$ cat src/rtl/byte_serializer.sv
// byte_serializer
// Sequences bytes into an 8:1 bit-select mux. The current byte sits on
// data_q (mux data inputs) and sel walks the eight bit positions, advancing
// once per accepted serial beat. A one-entry holding register lets the next
// byte queue up so consecutive bytes stream without an idle cycle.
//
// Ports
//   clk, rst_n          : clock (rising edge), asynchronous active-low reset
//   in_valid/in_ready   : upstream byte handshake, in_data sampled on accept
//   ser_valid/ser_ready : serial beat handshake, bit is data_q[sel]
//   ser_last            : current bit is the final bit of the byte
//   data_q, sel         : mux data inputs and bit select
//   busy                : shifting, or a byte is waiting in the hold register
module byte_serializer #(
   parameter int MSB_FIRST = 0
) (
   input  logic       clk,
   input  logic       rst_n,
   input  logic       in_valid,
   output logic       in_ready,
   input  logic [7:0] in_data,
   input  logic       ser_ready,
   output logic       ser_valid,
   output logic       ser_last,
   output logic [7:0] data_q,
   output logic [2:0] sel,
   output logic       busy
);

   localparam logic [2:0] START = (MSB_FIRST != 0) ? 3'd7 : 3'd0;
   localparam logic [2:0] LAST  = (MSB_FIRST != 0) ? 3'd0 : 3'd7;

   typedef enum logic {
      IDLE  = 1'b0,
      SHIFT = 1'b1
   } state_e;

   state_e     state_q;
   logic       hold_full_q;
   logic [7:0] hold_q;

   logic       accept;
   logic       xfer;
   logic       at_end;
   logic [2:0] sel_step;

   // in_ready depends only on the hold flop, so no combinational path
   // from in_valid or ser_ready reaches it.
   assign in_ready  = !hold_full_q;
   assign accept    = in_valid && in_ready;
   assign ser_valid = (state_q == SHIFT);
   assign xfer      = ser_valid && ser_ready;
   assign at_end    = (sel == LAST);
   assign ser_last  = ser_valid && at_end;
   assign busy      = ser_valid || hold_full_q;
   assign sel_step  = (MSB_FIRST != 0) ? (sel - 3'd1) : (sel + 3'd1);

   always_ff @(posedge clk or negedge rst_n) begin
      if (!rst_n) begin
         state_q     <= IDLE;
         hold_full_q <= 1'b0;
         hold_q      <= 8'h00;
         data_q      <= 8'h00;
         sel         <= START;
      end else begin
         case (state_q)
            IDLE: begin
               // hold is always empty here: it is drained before leaving SHIFT
               if (accept) begin
                  data_q  <= in_data;
                  sel     <= START;
                  state_q <= SHIFT;
               end
            end
            SHIFT: begin
               if (xfer && at_end) begin
                  sel <= START;
                  if (hold_full_q) begin
                     data_q      <= hold_q;
                     hold_full_q <= 1'b0;
                  end else if (accept) begin
                     // final beat and a fresh byte together: skip the hold
                     data_q <= in_data;
                  end else begin
                     state_q <= IDLE;
                  end
               end else begin
                  if (xfer) sel <= sel_step;
                  // accept implies hold empty, so hold is never overwritten
                  if (accept) begin
                     hold_q      <= in_data;
                     hold_full_q <= 1'b1;
                  end
               end
            end
            default: state_q <= IDLE;
         endcase
      end
   end

endmodule

$ cat config.mk
export PLATFORM = sky130hd
export DESIGN_NAME = byte_serializer
export DESIGN_NICKNAME = d
export VERILOG_FILES = /design/src/rtl/byte_serializer.sv
export SDC_FILE = /design/constraint.sdc
export NUM_CORES = 1
export LEC_CHECK = 0
export BUFFER_PORTS_ARGS = -buffer_cell sky130_fd_sc_hd__buf_2
export CORE_ASPECT_RATIO = 0.9
export CORE_MARGIN = 4
export CORE_UTILIZATION = 40
export CTS_CLUSTER_DIAMETER = 80
export DETAILED_ROUTE_END_ITERATION = 7
export SYNTH_ARGS = -nofsm -noshare
export SYNTH_HDL_FRONTEND = slang
export SYNTH_SLANG_ARGS = --single-unit
$ cat constraint.sdc
create_clock -name clk -period 2.5 [get_ports clk]
set_input_delay 0.25 -clock clk [delete_from_list [all_inputs] [get_ports clk]]
set_output_delay 0.25 -clock clk [all_outputs]
set_load 0.03 [all_outputs]
# Yosys cells after proc, flatten, opt, wreduce, memory -nomap -nowiden

Cells that the tools add are included.
W data, S select, Z words.

Reductions and logical operators: 10
Bitwise logic cells: 2
Mux-type cells: 14
Add/subtract/negate cells: 1
Equal/unequal tests: 4

Operator list:

| operator              | count |
|---|---|
| $mux W8               | 3 |
| $pmux W8 S2           | 1 |
| $mux W3               | 3 |
| $pmux W3 S2           | 1 |
| $mux W1               | 5 |
| $logic_and A1 B1 Y1   | 4 |
| $reduce_and A2 Y1     | 2 |
| $add A3 B1 Y3 const B | 1 |
| $eq A3 B3 Y1 const B  | 1 |
| $ne A3 B1 Y1 const B  | 1 |
| $reduce_and A3 Y1     | 1 |
| $ne A2 B1 Y1 const B  | 1 |
| $ne A2 B2 Y1 const B  | 1 |
| $not A1 Y1            | 2 |
| $pmux W1 S2           | 1 |
| $reduce_bool A2 Y1    | 1 |
| $logic_not A1 Y1      | 1 |
| $logic_or A1 B1 Y1    | 1 |

Input bits: 12
Output and inout port bits: 15
Register bits: 21
Logic and storage cells: 36

# Depth between registers and ports, before layout

Depth in word-level cells: 6
Mapped depth: 6
Depth with buffers taken out: 5

# Least setup slack after synthesis

Ideal clock, no wire load.

Path type: flip-flop to flip-flop
Start: reg sel[0]
End: reg data_q[5]
Clock period less this slack: 1908 ps
Slack: 592 ps
Buffers on the path: 1
Cell stages (with the launch flop): 7
Arrival time: 1785 ps
Setup time: 123 ps
Required time: 2377 ps
Cell sequence: dfrtp_1 > ha_1 > ha_1 > a21bo_2 > buf_4 > a21boi_4 > o2bb2a_2

Cells in the longest elaborated chain, start to end: 3

Ends and longest elaborated chain:

| element                       | line | RTL |
|---|---|---|
| start, declared               | 26   | `output logic [2:0] sel,` |
| start signal, assigned        | 88   | `if (xfer) sel <= sel_step;` |
| $eq A3 B3 Y1                  | 53   | `assign at_end = (sel == LAST);` |
| $logic_and A1 B1 Y1           | 76   | `if (xfer && at_end) begin` |
| $ne A2 B1 Y1 (no source line) | --   |  |
| end signal, assigned          | 70   | `data_q <= in_data;` |
| end signal, assigned          | 79   | `data_q <= hold_q;` |
| end signal, assigned          | 83   | `data_q <= in_data;` |
| end, declared                 | 25   | `output logic [7:0] data_q,` |

Every way passes these cells.
A chain may end at the register's enable or synchronous reset.

# Worst setup path after layout

Start: reg sel[0]
End: reg hold_q[3]

Cells in the longest elaborated chain, start to end: 4

Ends and longest elaborated chain:

| element                            | line | RTL |
|---|---|---|
| $eq A3 B3 Y1                       | 53   |  |
| $logic_and A1 B1 Y1                | 76   |  |
| $not A1 Y1 (no source line)        | --   |  |
| $reduce_and A3 Y1 (no source line) | --   |  |
| end signal, assigned               | 91   | `hold_q <= in_data;` |
| end, declared                      | 40   | `logic [7:0] hold_q;` |

Every way passes these cells.

==> run metrics <==
Final Hold Viols=0; post-DP HPWL=1331 um; CTS Sinks=21; final instance area=1144 um^2; row count=16; Power Total=1.430 mW; Min Clock Period, post-route=1.897 ns; worst reg2reg path depth=4; worst path bufs/invs=0; Non-Filler Instances=129; Rel. slew slack=roughly 60%; switch share=41.29%; die area=approximately 3300 um^2; outcome=completed; vias per cell=5.411; via count=698; Synthesized Nets=between 80 and 90; Pins Over Slew Limit=0; root buffer cell=clkbuf_4; Max Fclk=between 500 and 600 MHz; Synth Warn #=0; crit path DAT=roughly 2.1 ns; cell area after synthesis=~970 um^2; synth-to-layout area growth=17.63%; Worst Tran Pin Value=0.5941 ns; sequential share of the synthesized area=54.05%; grt ovf=0; crit path cell chain=ha_1 -> ha_1 -> a211oi_4 -> mux2_2; RSZ-0062 raised after global routing=no; final setup violation count=0; Die H=54.77 um; Seq pwr share=41.3%; combinational share of power=between 40% and 50%; Leak=~0.54 nW; clk_lat worst skew=0.30 ns; Synth Flop Type=dfrtp_1; distinct cell type count after synthesis=25; Power Dens Cells=1251 nW/um^2; Pint=between 0.8 and 0.9 mW; Initial DRC Count=15; area leader, netlist=dfrtp_1; RD Place Congestion=0.7086; clk slew on worst S/H paths=0.11 ns; number of diodes=0; post-synth top area share=54.05%; layout cells sized above 1=43.14%; net switching power=0.5906 mW; Setup crit start kind=flop; crit end category=flop; share of flip-flops with an asynchronous set or reset=100.0%; nets=between 100 and 150; Fin Hold WS=0.1925 ns; Die X=59.97 um; synth cell count leaders=21 x dfrtp_1, 9 x mux2_2, 8 x o22ai_1; final setup TNS=0 ns; Residual DRC=0; instance count on the critical path=4; Setup CP Type=flop to flop; clock tree from TritonCTS=built; Area contributors post-synth=dfrtp_1 54%, mux2_2 10%, a2bb2oi_1 6.3%; Critical Path RT=about 2.7 ns; GRT Total Usage=13.06%; initial antenna violation count=0; Peak VDD IR=591.7 uV; Slowest cell on crit path=a211oi_4; Starting Density=a little over two fifths; number of synthesized register bits=21; total CTS buffers=3; Hold Crit Class=primary input to flop; count leader, synth=dfrtp_1; placed cell area=1107 um^2; cell family with most CP delay=adder cells; worst hold stages=2; dpl cells=124; Ports=27; Clock Skews=0.002796 ns; highest cell delay on the worst timing path=between 0.4 and 0.5 ns; Final Cycle Share=75.88%; drt total wl=roughly 1900 um; max_cap viols=0; Avg Cell Area, Syn=12.96 um^2; global-route wire length before repair=3167 um; H-tree Lvls=1; Clk pwr share=11.3%; Wirelength per Cell=14.75 um; Clock Tree Buf Depth=2; number of synthesized flops with an enable pin=0; Filler cells=209; ANT nets after route=0; port bufs=26; number of global-route vias before repair=686; largest net degree at the start of global routing=22; Post-Synthesis Cells=75; Resized cells post-CTS=0; Worst path most repeated cell=ha_1; Core Region=2242 um^2; DR pass1 iterations=4; CP Max Fanout=8
==> power groups by stage <==
stage                     clock network, mW  logic, mW  registers, mW
after global placement                    0      0.681          0.593
after CTS                             0.171      0.689          0.590
final                                 0.162      0.679          0.590
after global routing                  0.189      0.743          0.612
after detailed placement                  0      0.684          0.598
after floorplan                           0      0.334          0.771
==> state kept, by name (all words and copies together), names as in the netlist <==
register     cells
data_q           8
hold_full_q      1
hold_q           8
sel              3
ser_valid        1
==> what timing repair did <==
item / 4_1_cts / 5_1_grt
buffers inserted: 0 / 0
hold buffers: 1 / 0
setup endpoints to repair: 0 / 0
hold endpoints to repair: 21 / 0
==> stage by stage <==
stage / utilization [%] / worst slack [ns]
2_1_floorplan: - / 0.5918
3_3_place_gp: 49.39 / 0.6473
3_5_place_dp: 49.39 / 0.6030
4_1_cts: 51.00 / 0.5850
5_1_grt: 51.00 / 0.4955
6_report: 51.00 / 0.6031
==> final cells by class <==
| class | instances | area (um^2) | share of cell area (%) |
|---|---|---|---|
| clock buffer | 4 | 26.28 | 2.298 |
| inverter | 1 | 3.754 | 0.3282 |
| multi-input combinational | 49 | 414.1 | 36.21 |
| sequential | 21 | 525.5 | 45.95 |
| tap | 27 | 33.78 | 2.954 |
| timing repair buffer | 27 | 140.1 | 12.25 |
==> cells by family (layout without fill, tap and decap cells) <==
| family | after synthesis | in the layout | share of synthesized area [%] |
|---|---|---|---|
| buffers and inverters | 5 | 32 | 3.346 |
| muxes | 11 | 11 | 12.48 |
| DFF | 21 | 21 | 54.05 |
| adders and majority gates | 2 | 2 | 2.574 |
| AOI/OAI and AO/OA | 23 | 23 | 20.08 |
| and+or+nand+nor | 13 | 13 | 7.466 |
==> placed cells by master, fill, tap and decap left out, types with 2 or more instances in the layout <==
master / netlist / routed
buf_2: 2 / 26
dfrtp_1: 21 / 21
mux2_2: 9 / 9
o22ai_1: 8 / 8
a2bb2oi_1: 7 / 7
nand2_1: 5 / 5
o21ai_0: 3 / 3
clkbuf_4: 0 / 3
mux2i_1: 2 / 2
ha_1: 2 / 2
==> final timing paths <==
kind                            start        end  slack [ns]
hold reg to reg             hold_q[2]  hold_q[2]        0.52
setup / recovery               sel[0]  hold_q[3]        0.60
hold / removal             in_data[6]  hold_q[6]        0.19
min in group asynchronous       rst_n  data_q[4]        0.42
max in group asynchronous       rst_n     sel[1]        1.75
setup reg to reg               sel[0]  hold_q[3]        0.60
==> metal layers <==
| layer | wire length (um) | up-vias | GRT usage [%] |
|---|---|---|---|
| met5 | 0 | - | 0 |
| met4 | 6 | 0 | 2.214 |
| met3 | 99 | 2 | 4.481 |
| met2 | 888 | 17 | 20.50 |
| met1 | 908 | 344 | 17.69 |
| li1 | - | 335 | - |
==> worst reg2reg max path: stages, from the launching register on <==
cell,delay [ns]
dfrtp_1,0.43
ha_1,0.22
ha_1,0.27
a211oi_4,0.49
mux2_2,0.39
Note: power is estimated with default switching activity, not from simulation.
